<file path="src/rtl/video_timing_pattern_gen.sv">
// Raster timing generator with a run-time selectable test-pattern source for a TMDS encoder.
// Latency: every output is registered one pixel_clk after the hc/vc value it decodes.
// Backpressure: none; runs freely while en is high, en low holds the restart state.
module video_timing_pattern_gen #(
    parameter int H_ACTIVE = 640,
    parameter int H_FP     = 16,
    parameter int H_SYNC   = 96,
    parameter int H_BP     = 48,
    parameter int V_ACTIVE = 480,
    parameter int V_FP     = 10,
    parameter int V_SYNC   = 2,
    parameter int V_BP     = 33,
    parameter bit HS_POL   = 1'b1,
    parameter bit VS_POL   = 1'b1,
    parameter int CNT_W    = 12
) (
    input  logic             pixel_clk,
    input  logic             reset,
    input  logic             en,
    input  logic [2:0]       pattern_sel,
    input  logic [23:0]      solid_rgb,
    output logic             hsync,
    output logic             vsync,
    output logic             vde,
    output logic [7:0]       red,
    output logic [7:0]       green,
    output logic [7:0]       blue,
    output logic [CNT_W-1:0] x,
    output logic [CNT_W-1:0] y,
    output logic             frame_start,
    output logic [7:0]       frame_cnt
);

    localparam int H_TOTAL   = H_ACTIVE + H_FP + H_SYNC + H_BP;
    localparam int V_TOTAL   = V_ACTIVE + V_FP + V_SYNC + V_BP;
    localparam int BAR_W     = H_ACTIVE / 8;
    localparam int MBAR_W    = 16;
    localparam int MBAR_STEP = 4;

    // Counter-width copies of the timing boundaries so every compare is width-matched.
    localparam logic [CNT_W-1:0] H_LAST    = CNT_W'(H_TOTAL - 1);
    localparam logic [CNT_W-1:0] V_LAST    = CNT_W'(V_TOTAL - 1);
    localparam logic [CNT_W-1:0] H_ACT_END = CNT_W'(H_ACTIVE);
    localparam logic [CNT_W-1:0] V_ACT_END = CNT_W'(V_ACTIVE);
    localparam logic [CNT_W-1:0] HS_BEGIN  = CNT_W'(H_ACTIVE + H_FP);
    localparam logic [CNT_W-1:0] HS_END    = CNT_W'(H_ACTIVE + H_FP + H_SYNC);
    localparam logic [CNT_W-1:0] VS_BEGIN  = CNT_W'(V_ACTIVE + V_FP);
    localparam logic [CNT_W-1:0] VS_END    = CNT_W'(V_ACTIVE + V_FP + V_SYNC);
    localparam logic [CNT_W-1:0] BAR_LAST  = CNT_W'(BAR_W - 1);

    // One extra bit so bar_pos + width / step cannot overflow near the line end.
    localparam logic [CNT_W:0]   MBAR_W_X  = (CNT_W + 1)'(MBAR_W);
    localparam logic [CNT_W:0]   STEP_X    = (CNT_W + 1)'(MBAR_STEP);
    localparam logic [CNT_W:0]   H_ACT_X   = (CNT_W + 1)'(H_ACTIVE);

    localparam logic [23:0] WHITE   = 24'hFFFFFF;
    localparam logic [23:0] BLACK   = 24'h000000;
    localparam logic [23:0] GRID_BG = 24'h202020;
    localparam logic [23:0] MBAR_BG = 24'h000040;

    logic [CNT_W-1:0] hc;
    logic [CNT_W-1:0] vc;
    logic [CNT_W-1:0] bar_sub;
    logic [2:0]       bar_idx;
    logic [2:0]       pat_q;
    logic [CNT_W-1:0] bar_pos;

    logic             h_last;
    logic             v_last;
    logic             frame_wrap;
    logic             frame_first;
    logic             active;
    logic             hs_on;
    logic             vs_on;
    logic             in_mbar;
    logic [2:0]       pat_cur;
    logic [CNT_W:0]   mbar_end;
    logic [CNT_W:0]   bar_pos_inc;
    logic [23:0]      pix_rgb;

    // Standard colour-bar order, left to right.
    function automatic logic [23:0] bar_colour(input logic [2:0] idx);
        case (idx)
            3'd0:    bar_colour = 24'hFFFFFF;
            3'd1:    bar_colour = 24'hFFFF00;
            3'd2:    bar_colour = 24'h00FFFF;
            3'd3:    bar_colour = 24'h00FF00;
            3'd4:    bar_colour = 24'hFF00FF;
            3'd5:    bar_colour = 24'hFF0000;
            3'd6:    bar_colour = 24'h0000FF;
            default: bar_colour = 24'h000000;
        endcase
    endfunction

    assign h_last      = (hc == H_LAST);
    assign v_last      = (vc == V_LAST);
    assign frame_wrap  = h_last && v_last;
    assign frame_first = (hc == '0) && (vc == '0);
    assign active      = (hc < H_ACT_END) && (vc < V_ACT_END);
    assign hs_on       = (hc >= HS_BEGIN) && (hc < HS_END);
    assign vs_on       = (vc >= VS_BEGIN) && (vc < VS_END);

    // The first pixel of a frame already uses the freshly sampled mode, so a whole frame is one mode.
    assign pat_cur     = frame_first ? pattern_sel : pat_q;

    assign mbar_end    = {1'b0, bar_pos} + MBAR_W_X;
    assign in_mbar     = (hc >= bar_pos) && ({1'b0, hc} < mbar_end);
    assign bar_pos_inc = {1'b0, bar_pos} + STEP_X;

    // Pixel colour for the current counter position, per active pattern mode.
    always_comb begin
        pix_rgb = BLACK;
        case (pat_cur)
            3'd0:    pix_rgb = bar_colour(bar_idx);
            3'd1:    pix_rgb = {hc[7:0], vc[7:0], hc[7:0] ^ vc[7:0]};
            3'd2:    pix_rgb = (hc[5] ^ vc[5]) ? WHITE : BLACK;
            3'd3:    pix_rgb = solid_rgb;
            3'd4:    pix_rgb = ((hc[5:0] == 6'd0) || (vc[5:0] == 6'd0)) ? WHITE : GRID_BG;
            3'd5:    pix_rgb = in_mbar ? WHITE : MBAR_BG;
            default: pix_rgb = BLACK;
        endcase
    end

    // Horizontal/vertical raster counters; en low parks them at the origin.
    always_ff @(posedge pixel_clk or posedge reset) begin
        if (reset) begin
            hc <= '0;
            vc <= '0;
        end else if (!en) begin
            hc <= '0;
            vc <= '0;
        end else if (h_last) begin
            hc <= '0;
            vc <= v_last ? '0 : vc + 1'b1;
        end else begin
            hc <= hc + 1'b1;
        end
    end

    // Colour-bar index tracks hc/BAR_W with a per-line sub-counter instead of a divider.
    always_ff @(posedge pixel_clk or posedge reset) begin
        if (reset) begin
            bar_sub <= '0;
            bar_idx <= '0;
        end else if (!en || h_last) begin
            bar_sub <= '0;
            bar_idx <= '0;
        end else if (bar_sub == BAR_LAST) begin
            bar_sub <= '0;
            bar_idx <= bar_idx + 3'd1;
        end else begin
            bar_sub <= bar_sub + 1'b1;
        end
    end

    // Per-frame state: latched pattern mode, moving-bar position and completed-frame count.
    always_ff @(posedge pixel_clk or posedge reset) begin
        if (reset) begin
            pat_q     <= '0;
            bar_pos   <= '0;
            frame_cnt <= '0;
        end else if (!en) begin
            pat_q     <= '0;
            bar_pos   <= '0;
            frame_cnt <= '0;
        end else begin
            if (frame_first) begin
                pat_q <= pattern_sel;
            end
            if (frame_wrap) begin
                frame_cnt <= frame_cnt + 8'd1;
                bar_pos   <= (bar_pos_inc >= H_ACT_X) ? '0 : bar_pos_inc[CNT_W-1:0];
            end
        end
    end

    // Output register: all video outputs aligned one cycle behind the counters.
    always_ff @(posedge pixel_clk or posedge reset) begin
        if (reset) begin
            hsync       <= ~HS_POL;
            vsync       <= ~VS_POL;
            vde         <= 1'b0;
            red         <= '0;
            green       <= '0;
            blue        <= '0;
            x           <= '0;
            y           <= '0;
            frame_start <= 1'b0;
        end else if (!en) begin
            hsync       <= ~HS_POL;
            vsync       <= ~VS_POL;
            vde         <= 1'b0;
            red         <= '0;
            green       <= '0;
            blue        <= '0;
            x           <= '0;
            y           <= '0;
            frame_start <= 1'b0;
        end else begin
            hsync               <= hs_on ? HS_POL : ~HS_POL;
            vsync               <= vs_on ? VS_POL : ~VS_POL;
            vde                 <= active;
            {red, green, blue}  <= active ? pix_rgb : BLACK;
            x                   <= hc;
            y                   <= vc;
            frame_start         <= active && frame_first;
        end
    end

endmodule

</file>
<file path="config.mk">
export PLATFORM = sky130hd
export DESIGN_NAME = video_timing_pattern_gen
export DESIGN_NICKNAME = d
export VERILOG_FILES = /design/src/rtl/video_timing_pattern_gen.sv
export SDC_FILE = /design/constraint.sdc
export NUM_CORES = 1
export LEC_CHECK = 0
export CAP_MARGIN = 0
export CORE_MARGIN = 4
export CORE_UTILIZATION = 51
export DETAILED_ROUTE_END_ITERATION = 10
export GPL_ROUTABILITY_DRIVEN = 1
export GPL_TIMING_DRIVEN = 1
export HOLD_SLACK_MARGIN = 0.06
export PLACE_DENSITY = 0.76
export SYNTH_ARGS = -nofsm -noshare
export SYNTH_HDL_FRONTEND = slang
export SYNTH_SLANG_ARGS = --single-unit
</file>
<file path="constraint.sdc">
create_clock -name pixel_clk -period 11.6 [get_ports pixel_clk]
set_input_delay 2.32 -clock pixel_clk [delete_from_list [all_inputs] [get_ports pixel_clk]]
set_output_delay 2.32 -clock pixel_clk [all_outputs]
set_load 0.01 [all_outputs]
</file>
---- Yosys cells after proc, flatten, opt, wreduce, memory -nomap -nowiden ----
Index checks and enable logic that the tools add are counted.
cells by class
  add/sub/neg operators ................... 7
  magnitude comparators ................... 9
  equal/unequal tests ..................... 16
  muxes and demuxes ....................... 33
  bitwise logic cells ..................... 2
  reductions and logical operators ........ 17
operators with widths
  cell                                                    count
  one-hot mux 24 bit (7 select lines)                     1
  two-way mux 12 bit                                      12
  one-hot mux 24 bit (6 select lines)                     1
  two-way mux 24 bit                                      4
  two-way mux 8 bit                                       5
  adder 12 x 1 -> 12 bit (second input constant)          3
  == test 12 x 10 -> 1 bit (second input constant)        2
  zero test 12 bit                                        2
  < comparator 12 x 10 -> 1 bit (second input constant)   2
  < comparator 12 x 9 -> 1 bit (second input constant)    2
  == test 3 bit (second input constant)                   5
  adder 12 x 3 -> 13 bit (second input constant)          1
  adder 12 x 5 -> 13 bit (second input constant)          1
  >= comparator 13 x 10 -> 1 bit (second input constant)  1
  < comparator 12 x 13 -> 1 bit                           1
  == test 12 x 7 -> 1 bit (second input constant)         1
  == test 3 x 2 -> 1 bit (second input constant)          4
  >= comparator 12 x 10 -> 1 bit (second input constant)  1
  >= comparator 12 bit                                    1
  >= comparator 12 x 9 -> 1 bit (second input constant)   1
  zero test 6 bit                                         2
  two-way mux 3 bit                                       4
  adder 8 x 1 -> 8 bit (second input constant)            1
  XOR 8 bit                                               1
  other kinds (10)                                        25
storage, ports and cells
  register bits ........................... 114
  input bits .............................. 30
  output and inout port bits .............. 60

---- Depth between registers and ports, before layout ----
  depth after elaboration ................. 7
  mapped depth ............................ 13
  depth with buffers taken out ............ 12

---- Worst setup path before layout ----
No wires, ideal clock.
  path type ............................... in2reg
  from .................................... input en
  to ...................................... register bar_pos[7]
  library setup time ...................... 110 ps
  arrival ................................. 3411 ps
  path slack .............................. 8079 ps
  stages on the path ...................... 8
  buffers on the path ..................... 2
  cell sequence ........................... clkbuf_1 o21ai_0 a21oi_1 o2111ai_1 clkbuf_1 o21ai_0 nand2_1 o41ai_1
on the way
  word-level cells in the longest chain between the ends .. 1
  elaborated cells between the ends (all ways) .. 2
  classes of those cells .................. eq/ne (1); mux (1)
RTL lines
  element                                                                         line  RTL
  from (decl)                                                                     19    input logic en,
  inequality test 2 x 1 -> 1 bit (no line) or two-way mux 12 bit (tied branches)  --
  to (signal assigned)                                                            172   bar_pos <= (bar_pos_inc >= H_ACT_X) ? '0 : bar_pos_inc[CNT_W-1:0];
  to (decl)                                                                       66    logic [CNT_W-1:0] bar_pos;
Several ways; a longest one is shown, not always the timed one.
A chain may end at the register's enable or synchronous reset.

---- Worst setup path after layout ----
  from .................................... input en
  to ...................................... register bar_pos[8]
The elaborated chain is that of the path after synthesis.

==> flow_metrics.py <==
metrics = {
    "logic_synthesis": {
        "synth_nets": 689,
        "synth_commonest_cells": "112 x dfrtp_1, 57 x nor2_1, 56 x nand2_1, 35 x and2_1, 31 x ha_1",
        "yosysTopAreaCell": "dfrtp_1",
        "netlist_instances": 628,
        "synth-main-ff-cell": "dfrtp_1",
        "ys_warn_count": 0,
        "yosysMostFrequentCell": "dfrtp_1",
        "netlist_top_cells_area": "dfrtp_1 46%, ha_1 6.4%, xnor2_1 4.2%, and2_1 3.6%, nor2_1 3.5%",
        "synthArstFlopShare": 1.00,
        "ys_ff_latch": 112,
        "synth_cell_type_count": 54,
        "synth_top_area_frac": 0.462,
        "ys_seq_area_frac": 0.462,
        "synth_area_um2": 6060,
        "avgSynthCellArea_um2": 9.66,
        "synth_edf_count": 0,
    },
    "die": {
        "die-width_um": 117,
        "start_util": 0.527,
        "core_area_um2": 11500,
        "std_cell_rows": 39,
        "fp.dieH_um": 117,
        "pin_count": 90,
        "die-area_um2": 13700,
    },
    "critical_path": {
        "cp-start-kind": "input pin",
        "cp_num_buf_inv": 2,
        "critPathMaxFanout": 46,
        "crit_chain": "clkdlybuf4s50_1 -> buf_4 -> o21ai_0 -> a21oi_1 -> o2111ai_1 -> o21ai_0 -> nand2_1 -> o31ai_1",
        "cp.required_ns": 11.84,
        "crit_path_max_incr_delay_ns": 0.46,
        "r2r_setup_slack_ns": 8.13,
        "r2r-start": "hc[7]$_DFF_PP0_",
        "r2r_end": "green[5]$_DFF_PP0_",
        "r2r_cells": 7,
        "crit_family": "compound AO/OA/AOI/OAI gates",
        "worstSetupPathType": "input pin to register",
        "cp_data_arrival_time_ns": 4.35,
        "crit_top_cell": "o21ai_0",
        "cp_slowest_cell": "clkdlybuf4s50_1",
        "crit_path_end_kind": "register",
    },
    "sta": {
        "finalSetupViolations": 0,
        "slew_headroom": 0.268,
        "worstMarginPinSlew_ns": 1.09,
        "slew_viol_final": 0,
        "fin_tns_setup_ns": 0,
        "min_period_over_period": 0.354,
        "rsz0062_at_grt": "false",
        "finClkSkew_ns": 0.0121,
        "fmaxAchievable_mhz": 243,
        "period_needed_ns": 4.11,
        "finalHoldViolCount": 0,
    },
    "layout": {
        "final_util": 0.635,
        "nNetsFinal": 760,
        "final_layout_size_suffix_gt1_frac": 0.0526,
        "syn2layout_area_growth_pct": 20.6,
        "num_antenna_cells": 0,
        "final_area_um2": 7310,
        "finalNonFillerCells": 847,
    },
    "power_and_ir_drop": {
        "switchingPower_uw": 226,
        "leakagePower_nw": 3.14,
        "ir_drop_mv": 0.0613,
        "power_frac_clock": 0.356,
        "power.density_nw_per_um2": 116,
        "swShare": 0.266,
        "pwr-share-comb": 0.155,
        "internal-power_uw": 624,
        "power.share.sequential": 0.489,
    },
    "clock_network": {
        "ctsHtreeMaxLevel": 3,
        "cts_tree": "done",
        "clk_latency_ns": 0.36,
        "cts.sinks": 112,
        "clock_path_buffers": 2,
        "cts_resized": 0,
        "numCtsBuffers": 9,
        "post-cts-setup-buffers": 0,
        "cts_root_buf": "clkbuf_16",
        "clk_pin_slew_worst_paths_ns": 0.08,
        "cts_hold_buf": 0,
    },
    "detailed_routing": {
        "ant_nets": 0,
        "drtIter0Drc": 346,
        "first_pass_iters": 5,
        "wl_per_cell_um": 17.2,
        "num_vias": 4858,
        "drc": 0,
        "viasPerCell": 5.74,
        "drt-total-wl_mm": 14.5,
    },
    "grt": {
        "first_global_vias": 4845,
        "grt-ovfl-total": 0,
        "grt_max_degree": 64,
        "grt_usage": 0.220,
        "grt_pass1_wl_mm": 23.9,
        "antenna_found_initial": 0,
    },
    "min_path": {
        "holdPathEnd": "bar_sub[0]$_DFF_PP0_",
        "hp-class": "register to register",
        "min_from": "bar_sub[0]$_DFF_PP0_",
        "holdPathStages": 1,
    },
    "placement": {
        "dpl.cell_count": 831,
        "placedInstanceArea_um2": 7020,
        "portBuffers": 89,
        "hpwl_mm": 10.1,
        "routabilityCongestion": 0.932,
    },
    "job": {
        "drv_cap": 0,
    },
    "status": {
        "outcome": "finished clean",
    },
}
-- cell type report --
| cell class | instances | area (um^2) |
|---|---|---|
| Clock buffer | 11 | 243 |
| Clock inverter | 5 | 45.0 |
| Fill cell | 932 | 4200 |
| Inverter | 28 | 108 |
| Multi-Input combinational cell | 454 | 3010 |
| Sequential cell | 112 | 2800 |
| Tap cell | 143 | 179 |
| Timing Repair Buffer | 94 | 928 |
-- power groups by stage --
stage,registers [mW],logic (mW),clock network [mW]
after detailed placement,0.423,0.131,0
after global routing,0.417,0.143,0.321
final,0.415,0.132,0.302
after floorplan,0.429,0.0689,0
after CTS,0.415,0.132,0.306
after global placement,0.422,0.128,0
-- registers in the layout, summed over array words and instances, names as in the netlist, 3 cells and up --
register,count
blue,8
bar_pos,10
x,12
pat_q,3
vc,12
frame_cnt,8
green,8
hc,12
red,8
y,12
bar_sub,12
bar_idx,3
-- cell usage in the layout (no fill, tap or decap), types with 8 or more instances in the layout --
cell type and n:
a21o_1 12, ha_1 31, nor2b_1 8, o21a_1 12, nor2_1 57, a21oi_1 26
xor2_1 22, nor4_1 8, and3_1 9, inv_1 27, nand2_1 56, dfrtp_1 112
or3_1 8, nand4_1 12, clkdlybuf4s50_1 89, xnor2_1 29, a31oi_1 14, o21ai_0 21
and2_1 35, nor3_1 8, clkbuf_16 9, nand3_1 21
-- cells by family after synthesis --
kind of cell,Yosys count,share of synthesized area
xor+xnor,51,0.0737
buf+inv,62,0.0435
flops,112,0.462
compound gates,121,0.133
simple gates,242,0.207
fa+ha+maj,31,0.0640
mux,9,0.0165
-- worst max-delay path by stage --
stage	endpoint	slack, ns	start	cells after the start
final	bar_pos[8]$_DFFE_PP0P_	7.49	en	8
after global routing	bar_pos[8]$_DFFE_PP0P_	7.28	en	8
after CTS	bar_pos[8]$_DFFE_PP0P_	7.50	en	8
after detailed placement	bar_pos[8]$_DFFE_PP0P_	7.14	en	8
after global placement	bar_pos[7]$_DFFE_PP0P_	7.23	en	8
after floorplan	bar_idx[0]$_DFFE_PP0P_	6.32	reset	1
-- layer usage --
layer | track usage | part of all wire | up-vias
li1 | - | - | 2305
met1 | 0.305 | 0.46 | 2369
met2 | 0.354 | 0.47 | 161
met3 | 0.0334 | 0.055 | 23
met4 | 0.0810 | 0.016 | 0
met5 | 0 | 0 | -
-- per-stage QoR --
stage                     hold slack [ns]  setup WS (ns)  total power [mW]
after global routing                0.543           7.28             0.882
after detailed placement            0.473           7.14             0.554
after CTS                           0.507           7.50             0.853
final                               0.507           7.49             0.850
after global placement              0.471           7.23             0.551
after floorplan                     0.447           6.32             0.498
Note: power is estimated with default switching activity, not from simulation.
